[src/rtl/pill_line_pkg.sv]
// pill_line_pkg: definitions shared by the pill feeder and the bottling controller.
//   - feeder state encoding (localparams plus a typed enum built from them)
//   - hopper_level width, which the controller also uses
//   - default values for the feeder parameters
package pill_line_pkg;

    localparam int unsigned HOPPER_W = 10;

    localparam logic [2:0] FS_IDLE  = 3'd0;
    localparam logic [2:0] FS_FEED  = 3'd1;
    localparam logic [2:0] FS_INDEX = 3'd2;
    localparam logic [2:0] FS_HOLD  = 3'd3;
    localparam logic [2:0] FS_ESTOP = 3'd4;

    typedef enum logic [2:0] {
        StIdle  = FS_IDLE,
        StFeed  = FS_FEED,
        StIndex = FS_INDEX,
        StHold  = FS_HOLD,
        StEstop = FS_ESTOP
    } feeder_state_e;

    localparam int unsigned PILL_PERIOD_DEF   = 250;
    localparam int unsigned INDEX_CYCLES_DEF  = 1000;
    localparam int unsigned HOPPER_MAX_DEF    = 999;
    localparam int unsigned HOPPER_INIT_DEF   = 200;
    localparam int unsigned REFILL_AMOUNT_DEF = 100;
    localparam int unsigned LOW_THRESH_DEF    = 20;

endpackage

[src/rtl/rise_pulse.sv]
// rise_pulse: one-flop rising-edge detector.
//   clk_1khz   in  system clock
//   switch_clr in  asynchronous active-low reset (clears the history flop)
//   sig_i      in  level input
//   rise_o     out high for the cycle in which sig_i is high and was low last cycle
module rise_pulse (
    input  logic clk_1khz,
    input  logic switch_clr,
    input  logic sig_i,
    output logic rise_o
);

    logic prev_q;
    logic prev_d;

    always_comb begin
        prev_d = sig_i;
    end

    always_ff @(posedge clk_1khz or negedge switch_clr) begin
        if (!switch_clr) begin
            prev_q <= 1'b0;
        end else begin
            prev_q <= prev_d;
        end
    end

    assign rise_o = sig_i & ~prev_q;

endmodule

[src/rtl/pill_feeder.sv]
// pill_feeder: pill-source model driving the bottling counter's pill-pulse input.
// Emits one-cycle pills every PILL_PERIOD cycles while feeding, pauses INDEX_CYCLES
// after each bottle, holds on hopper/conveyor stop or empty hopper, latches e-stop.
//   clk_1khz           in   1 kHz system clock
//   switch_clr         in   asynchronous active-low reset
//   run_en             in   controller is RUNNING
//   bottle_done        in   one-cycle bottle-complete pulse
//   emergncy_stop      in   emergency stop (latched into ESTOP)
//   simu_hopper_stop   in   hopper gate closed
//   simu_hopper_add    in   raw manual-add button (edge adds REFILL_AMOUNT)
//   simu_conveyor_stop in   conveyor halted
//   pill_pulse         out  one-cycle pill pulse
//   hopper_level       out  pills in the hopper
//   feeder_state       out  state encoding (IDLE/FEED/INDEX/HOLD/ESTOP = 0..4)
//   hopper_empty       out  hopper_level == 0 (combinational)
//   fault              out  high in ESTOP
//   hopper_low         out  hopper_level < LOW_THRESH, only with HOPPER_LOW_WARN_EN
module pill_feeder
    import pill_line_pkg::*;
#(
    parameter int unsigned PILL_PERIOD   = PILL_PERIOD_DEF,
    parameter int unsigned INDEX_CYCLES  = INDEX_CYCLES_DEF,
    parameter int unsigned HOPPER_MAX    = HOPPER_MAX_DEF,
    parameter int unsigned HOPPER_INIT   = HOPPER_INIT_DEF,
    parameter int unsigned REFILL_AMOUNT = REFILL_AMOUNT_DEF
`ifdef HOPPER_LOW_WARN_EN
    ,
    parameter int unsigned LOW_THRESH    = LOW_THRESH_DEF
`endif
) (
    input  logic                clk_1khz,
    input  logic                switch_clr,
    input  logic                run_en,
    input  logic                bottle_done,
    input  logic                emergncy_stop,
    input  logic                simu_hopper_stop,
    input  logic                simu_hopper_add,
    input  logic                simu_conveyor_stop,
    output logic                pill_pulse,
    output logic [HOPPER_W-1:0] hopper_level,
    output logic [2:0]          feeder_state,
    output logic                hopper_empty,
    output logic                fault
`ifdef HOPPER_LOW_WARN_EN
    ,
    output logic                hopper_low
`endif
);

    localparam int unsigned PCNT_W = (PILL_PERIOD > 1) ? $clog2(PILL_PERIOD) : 1;
    localparam int unsigned ICNT_W = (INDEX_CYCLES > 1) ? $clog2(INDEX_CYCLES) : 1;

    feeder_state_e       state_q, state_d;
    logic [PCNT_W-1:0]   pill_cnt_q, pill_cnt_d;
    logic [ICNT_W-1:0]   idx_cnt_q, idx_cnt_d;
    logic [HOPPER_W-1:0] level_q, level_d;
    logic                pulse_q, pulse_d;
    logic                fault_q, fault_d;

    logic        add_rise;
    logic        hold_cause;
    logic        stay_feed;
    logic        pill_at_end;
    logic        fire;
    logic [31:0] level_sum;

    rise_pulse u_add_rise (
        .clk_1khz   (clk_1khz),
        .switch_clr (switch_clr),
        .sig_i      (simu_hopper_add),
        .rise_o     (add_rise)
    );

    assign hopper_empty = (level_q == '0);
    assign hold_cause   = simu_hopper_stop | simu_conveyor_stop | hopper_empty;

    // State register
    always_ff @(posedge clk_1khz or negedge switch_clr) begin
        if (!switch_clr) begin
            state_q    <= StIdle;
            pill_cnt_q <= '0;
            idx_cnt_q  <= '0;
            level_q    <= HOPPER_W'(HOPPER_INIT);
            pulse_q    <= 1'b0;
            fault_q    <= 1'b0;
        end else begin
            state_q    <= state_d;
            pill_cnt_q <= pill_cnt_d;
            idx_cnt_q  <= idx_cnt_d;
            level_q    <= level_d;
            pulse_q    <= pulse_d;
            fault_q    <= fault_d;
        end
    end

    // Next-state logic; e-stop and run_en override every per-state rule
    always_comb begin
        state_d = state_q;
        if (emergncy_stop || state_q == StEstop) begin
            state_d = StEstop;
        end else if (!run_en) begin
            state_d = StIdle;
        end else begin
            case (state_q)
                StIdle:  state_d = StFeed;
                StFeed: begin
                    if (hold_cause) begin
                        state_d = StHold;
                    end else if (bottle_done) begin
                        state_d = StIndex;
                    end
                end
                StHold: begin
                    if (!hold_cause) begin
                        state_d = StFeed;
                    end
                end
                StIndex: begin
                    // Hopper stop is deliberately not a cause here; conveyor stop only freezes
                    if (!simu_conveyor_stop && idx_cnt_q == ICNT_W'(INDEX_CYCLES - 1)) begin
                        state_d = StFeed;
                    end
                end
                default: state_d = StEstop;
            endcase
        end
    end

    // Counters, hopper arithmetic and registered outputs
    always_comb begin
        // A pill is only issued when FEED continues; leaving FEED drops the pending pill
        stay_feed   = (state_q == StFeed) && (state_d == StFeed);
        pill_at_end = (pill_cnt_q == PCNT_W'(PILL_PERIOD - 1));
        fire        = stay_feed && pill_at_end && !hopper_empty;

        pill_cnt_d = '0;
        if (stay_feed && !pill_at_end) begin
            pill_cnt_d = pill_cnt_q + 1'b1;
        end

        idx_cnt_d = '0;
        if (state_q == StIndex && state_d == StIndex) begin
            idx_cnt_d = simu_conveyor_stop ? idx_cnt_q : idx_cnt_q + 1'b1;
        end

        level_sum = 32'(level_q) + (add_rise ? 32'(REFILL_AMOUNT) : 32'd0) - 32'(fire);
        if (level_sum > 32'(HOPPER_MAX)) begin
            level_d = HOPPER_W'(HOPPER_MAX);
        end else begin
            level_d = level_sum[HOPPER_W-1:0];
        end

        pulse_d = fire;
        fault_d = (state_d == StEstop);
    end

    assign pill_pulse   = pulse_q;
    assign fault        = fault_q;
    assign feeder_state = state_q;
    assign hopper_level = level_q;

`ifdef HOPPER_LOW_WARN_EN
    assign hopper_low = (level_q < HOPPER_W'(LOW_THRESH));
`endif

endmodule

[config.mk]
export PLATFORM = sky130hd
export DESIGN_NAME = pill_feeder
export DESIGN_NICKNAME = d
export VERILOG_FILES = /design/src/rtl/pill_line_pkg.sv /design/src/rtl/rise_pulse.sv /design/src/rtl/pill_feeder.sv
export SDC_FILE = /design/constraint.sdc
export NUM_CORES = 1
export LEC_CHECK = 0
export CAP_MARGIN = 20
export CORE_UTILIZATION = 40
export DETAILED_ROUTE_END_ITERATION = 7
export GPL_TIMING_DRIVEN = 0
export PLACE_DENSITY = 0.72
export SLEW_MARGIN = 10
export SYNTH_ARGS = -nofsm -noshare
export SYNTH_HDL_FRONTEND = slang
export SYNTH_SLANG_ARGS = --single-unit
[constraint.sdc]
create_clock -name clk_1khz -period 3.82 [get_ports clk_1khz]
set_clock_uncertainty 0.2 [all_clocks]
set_input_delay 0.573 -clock clk_1khz [delete_from_list [all_inputs] [get_ports clk_1khz]]
set_output_delay 0.573 -clock clk_1khz [all_outputs]
set_load 0.03 [all_outputs]
==> out/metrics.csv <==
metric;value;unit
status;finished, violations left;
failing checks;setup timing;
DRT Pass-1 Iters;4;
Least-Margin Pin Slew;933;ps
most frequent cells in the layout;nor2_1 (33), dfrtp_1 (27), inv_1 (19), clkdlybuf4s50_1 (19), buf_4 (16);
post-place setup slack;-514;ps
WS Path Type;reg2reg;
final instance area;2820;µm²
cell taking the most area after synthesis;dfrtp_1;
IO buf count;23;
register area share after synthesis;40.7;%
# IOs;24;
sw power;0.864;mW
Antenna Cells;0;
Warnings, synthesis;0;
final WL;4630;µm
largest cells by area after synthesis;dfrtp_1 (37%), ha_1 (11%), nor2_1 (5.9%);
initial core utilization;41.4;%
Cell Pwr Density;748;nW/µm²
worst-path fanout max;4;
final setup fails;1;
VDD IR-drop max;0.000603;V
Max Buffers Root-to-Sink;2;
Comb power frac;65.9;%
RePlAce Congestion;0.861;
sequential power share;21.3;%
Crit path arrival time;3780;ps
Syn Nets;249;
Via density;5.00;
Int Power;1.25;mW
initial antenna violation count;0;
global-route wire length before repair;7310;µm
Max Cap Viol;0;
placed wire-length estimate;3130;µm
drt wl/cell;13.7;µm
post-synth cell types;48;
Synth Area in Compound Gates;10.7;%
core area;5070;µm²
Synth async-reset ratio;100;%
overall power;2.11;mW
Max Freq;261;MHz
RSZ-0062 raised after global routing;true;
# nets final;295;
Clock Latency Late Sink;280;ps
vias in the first global route;1614;
# rows;26;
largest net degree at the start of global routing;35;
Worst Hold Class;in2async;
hold buffers post-CTS;0;
clock slew at reported path FFs;70;ps
Root Driver;clkbuf_8;
largest family of logic cells by synthesized area;simple AND/OR/NAND/NOR gates;
cell area after synthesis;2100;µm²
clock share of power;12.9;%
EDFF count, synth;0;
commonest non-fill, non-tap cell in the layout;nor2_1;
Worst Setup Start Kind;flip-flop;
Leakage;1.23;nW
grt ovf;0;
dpl cell area;2440;µm²
crit share post-route;100;%
Die Height;74.5;µm
CTS tree;yes;
final worst slack;-5.35;ps
slew margin rel.;37.3;%
Max Slew Vio Count;0;
TNS Setup;-5.35;ps
H-tree depth;2;
Period minus WS final;3830;ps
Adder-Cell Fraction of Synth Area;11.7;%
Synth Register Bits;34;
Primary FF master, synth;dfrtp_1;
Horiz. Die Dim;74.5;µm
clock sinks;34;
Synth Area in XOR/XNOR;9.58;%
DRT iter0 DRCs;98;
DRC Markers;0;
post-synthesis mux area share;0.476;%
die area;5550;µm²
Layout area overhead;34.3;%
share of cells above drive strength 1;26.8;%
count of final hold-check violations;0;
GRT Resource Usage Total;17.5;%
Mean Syn Cell Area;9.47;µm²
detailed-route via count;1694;
area share of and/or/nand/nor cells after synthesis;22.0;%
post-synthesis cell count;222;
Detail Route Antenna Nets;0;
net switching fraction of the power;40.9;%
WP data required;3770;ps
CTS Buf Count;5;
Worst setup EP type;flip-flop;
Yosys top cell area share;36.9;%
flip-flops by register name, indices dropped and copies added, names as in the netlist:
register           count
fault                  1
feeder_state           3
hopper_level          10
idx_cnt_q             10
pill_cnt_q             8
pill_pulse             1
u_add_rise.prev_q      1
power by group through the flow:
stage                     Sequential, mW  Combinational, mW  Clock (mW)
after floorplan                    0.510              0.709           0
after global placement             0.456              0.977           0
after detailed placement           0.454              0.994           0
after CTS                          0.449               1.12       0.279
after global routing               0.454               1.49       0.297
final                              0.449               1.39       0.272
area by class of cell:
cell class / instances / area [µm²]
multi-input combinational: 161 / 1340
timing repair buffer: 39 / 342
clock inverter: 1 / 5.00
clock buffer: 7 / 86.3
tap: 70 / 87.6
fill: 474 / 2250
buffer: 4 / 17.5
inverter: 23 / 86.3
sequential: 34 / 860
worst paths after layout:
path | from | endpoint | slack (ps) | depth (start not counted)
max in group asynchronous | switch_clr | hopper_level[9] | 2730 | 1
min in group clk_1khz | pill_cnt_q[0] | pill_cnt_q[0] | 310 | 1
worst max-delay path | hopper_level[6] | hopper_level[1] | -5 | 16
worst max register to register | hopper_level[6] | hopper_level[1] | -5 | 16
worst min register to register | pill_cnt_q[0] | pill_cnt_q[0] | 310 | 1
worst min-delay path | switch_clr | feeder_state[0] | 150 | 1
worst max-delay path, cell delays in order (launching register included):
cell and delay (ps):
dfstp_2 550, nor3_1 60, and4_4 200, or3_4 390, nor4_4 290, and2_4 200
ha_4 120, inv_2 40, ha_4 160, inv_2 60, fa_2 280, nor2b_4 70
o2111ai_2 190, a41oi_2 130, o21ai_1 160, or4_4 160, or4b_1 440
cells by family (layout without fill, tap and decap cells):
group,after synthesis,count (layout)
AO/OA/AOI/OAI,31,31
XOR/XNOR,23,23
adder cells (fa/ha/maj),19,19
buffers and inverters,27,74
flip-flops,34,34
multiplexers,1,1
AND/OR/NAND/NOR,87,87
cells in the mapped netlist (3+ instances only):
cell / n
nor2b_1: 3
or3b_2: 3
nand2b_1: 6
ha_1: 18
o21ai_0: 6
inv_1: 23
nand3_1: 4
a21oi_1: 6
xor2_1: 12
nor4_1: 4
dfstp_2: 3
a21o_1: 4
xnor2_1: 11
dfrtp_1: 31
nor2_1: 33
nand2_1: 12
per-stage QoR:
stage               hold slack (ps)  std cells  utilization, %
finish                          155        339            55.6
global route                    212        339            55.6
CTS                             182        331            52.2
detailed placement              303        315            48.1
global placement                282        315            48.2
floorplan                      77.4        222               -
what timing repair did:
action / CTS / global route
pin swaps: 12 / 18
cloned: 0 / 0
gates resized for setup: 17 / 24
buffers inserted: 8 / 8
endpoints found under the setup margin: 10 / 10
per-layer routing:
layer,vias up,GRT usage [%],share of wire (%)
li1,842,-,-
met1,820,20.9,44
met2,25,31.2,52
met3,7,4.07,2.9
met4,0,5.03,0.99
met5,-,0,0
No activity file was read; power rests on OpenSTA's default activity.
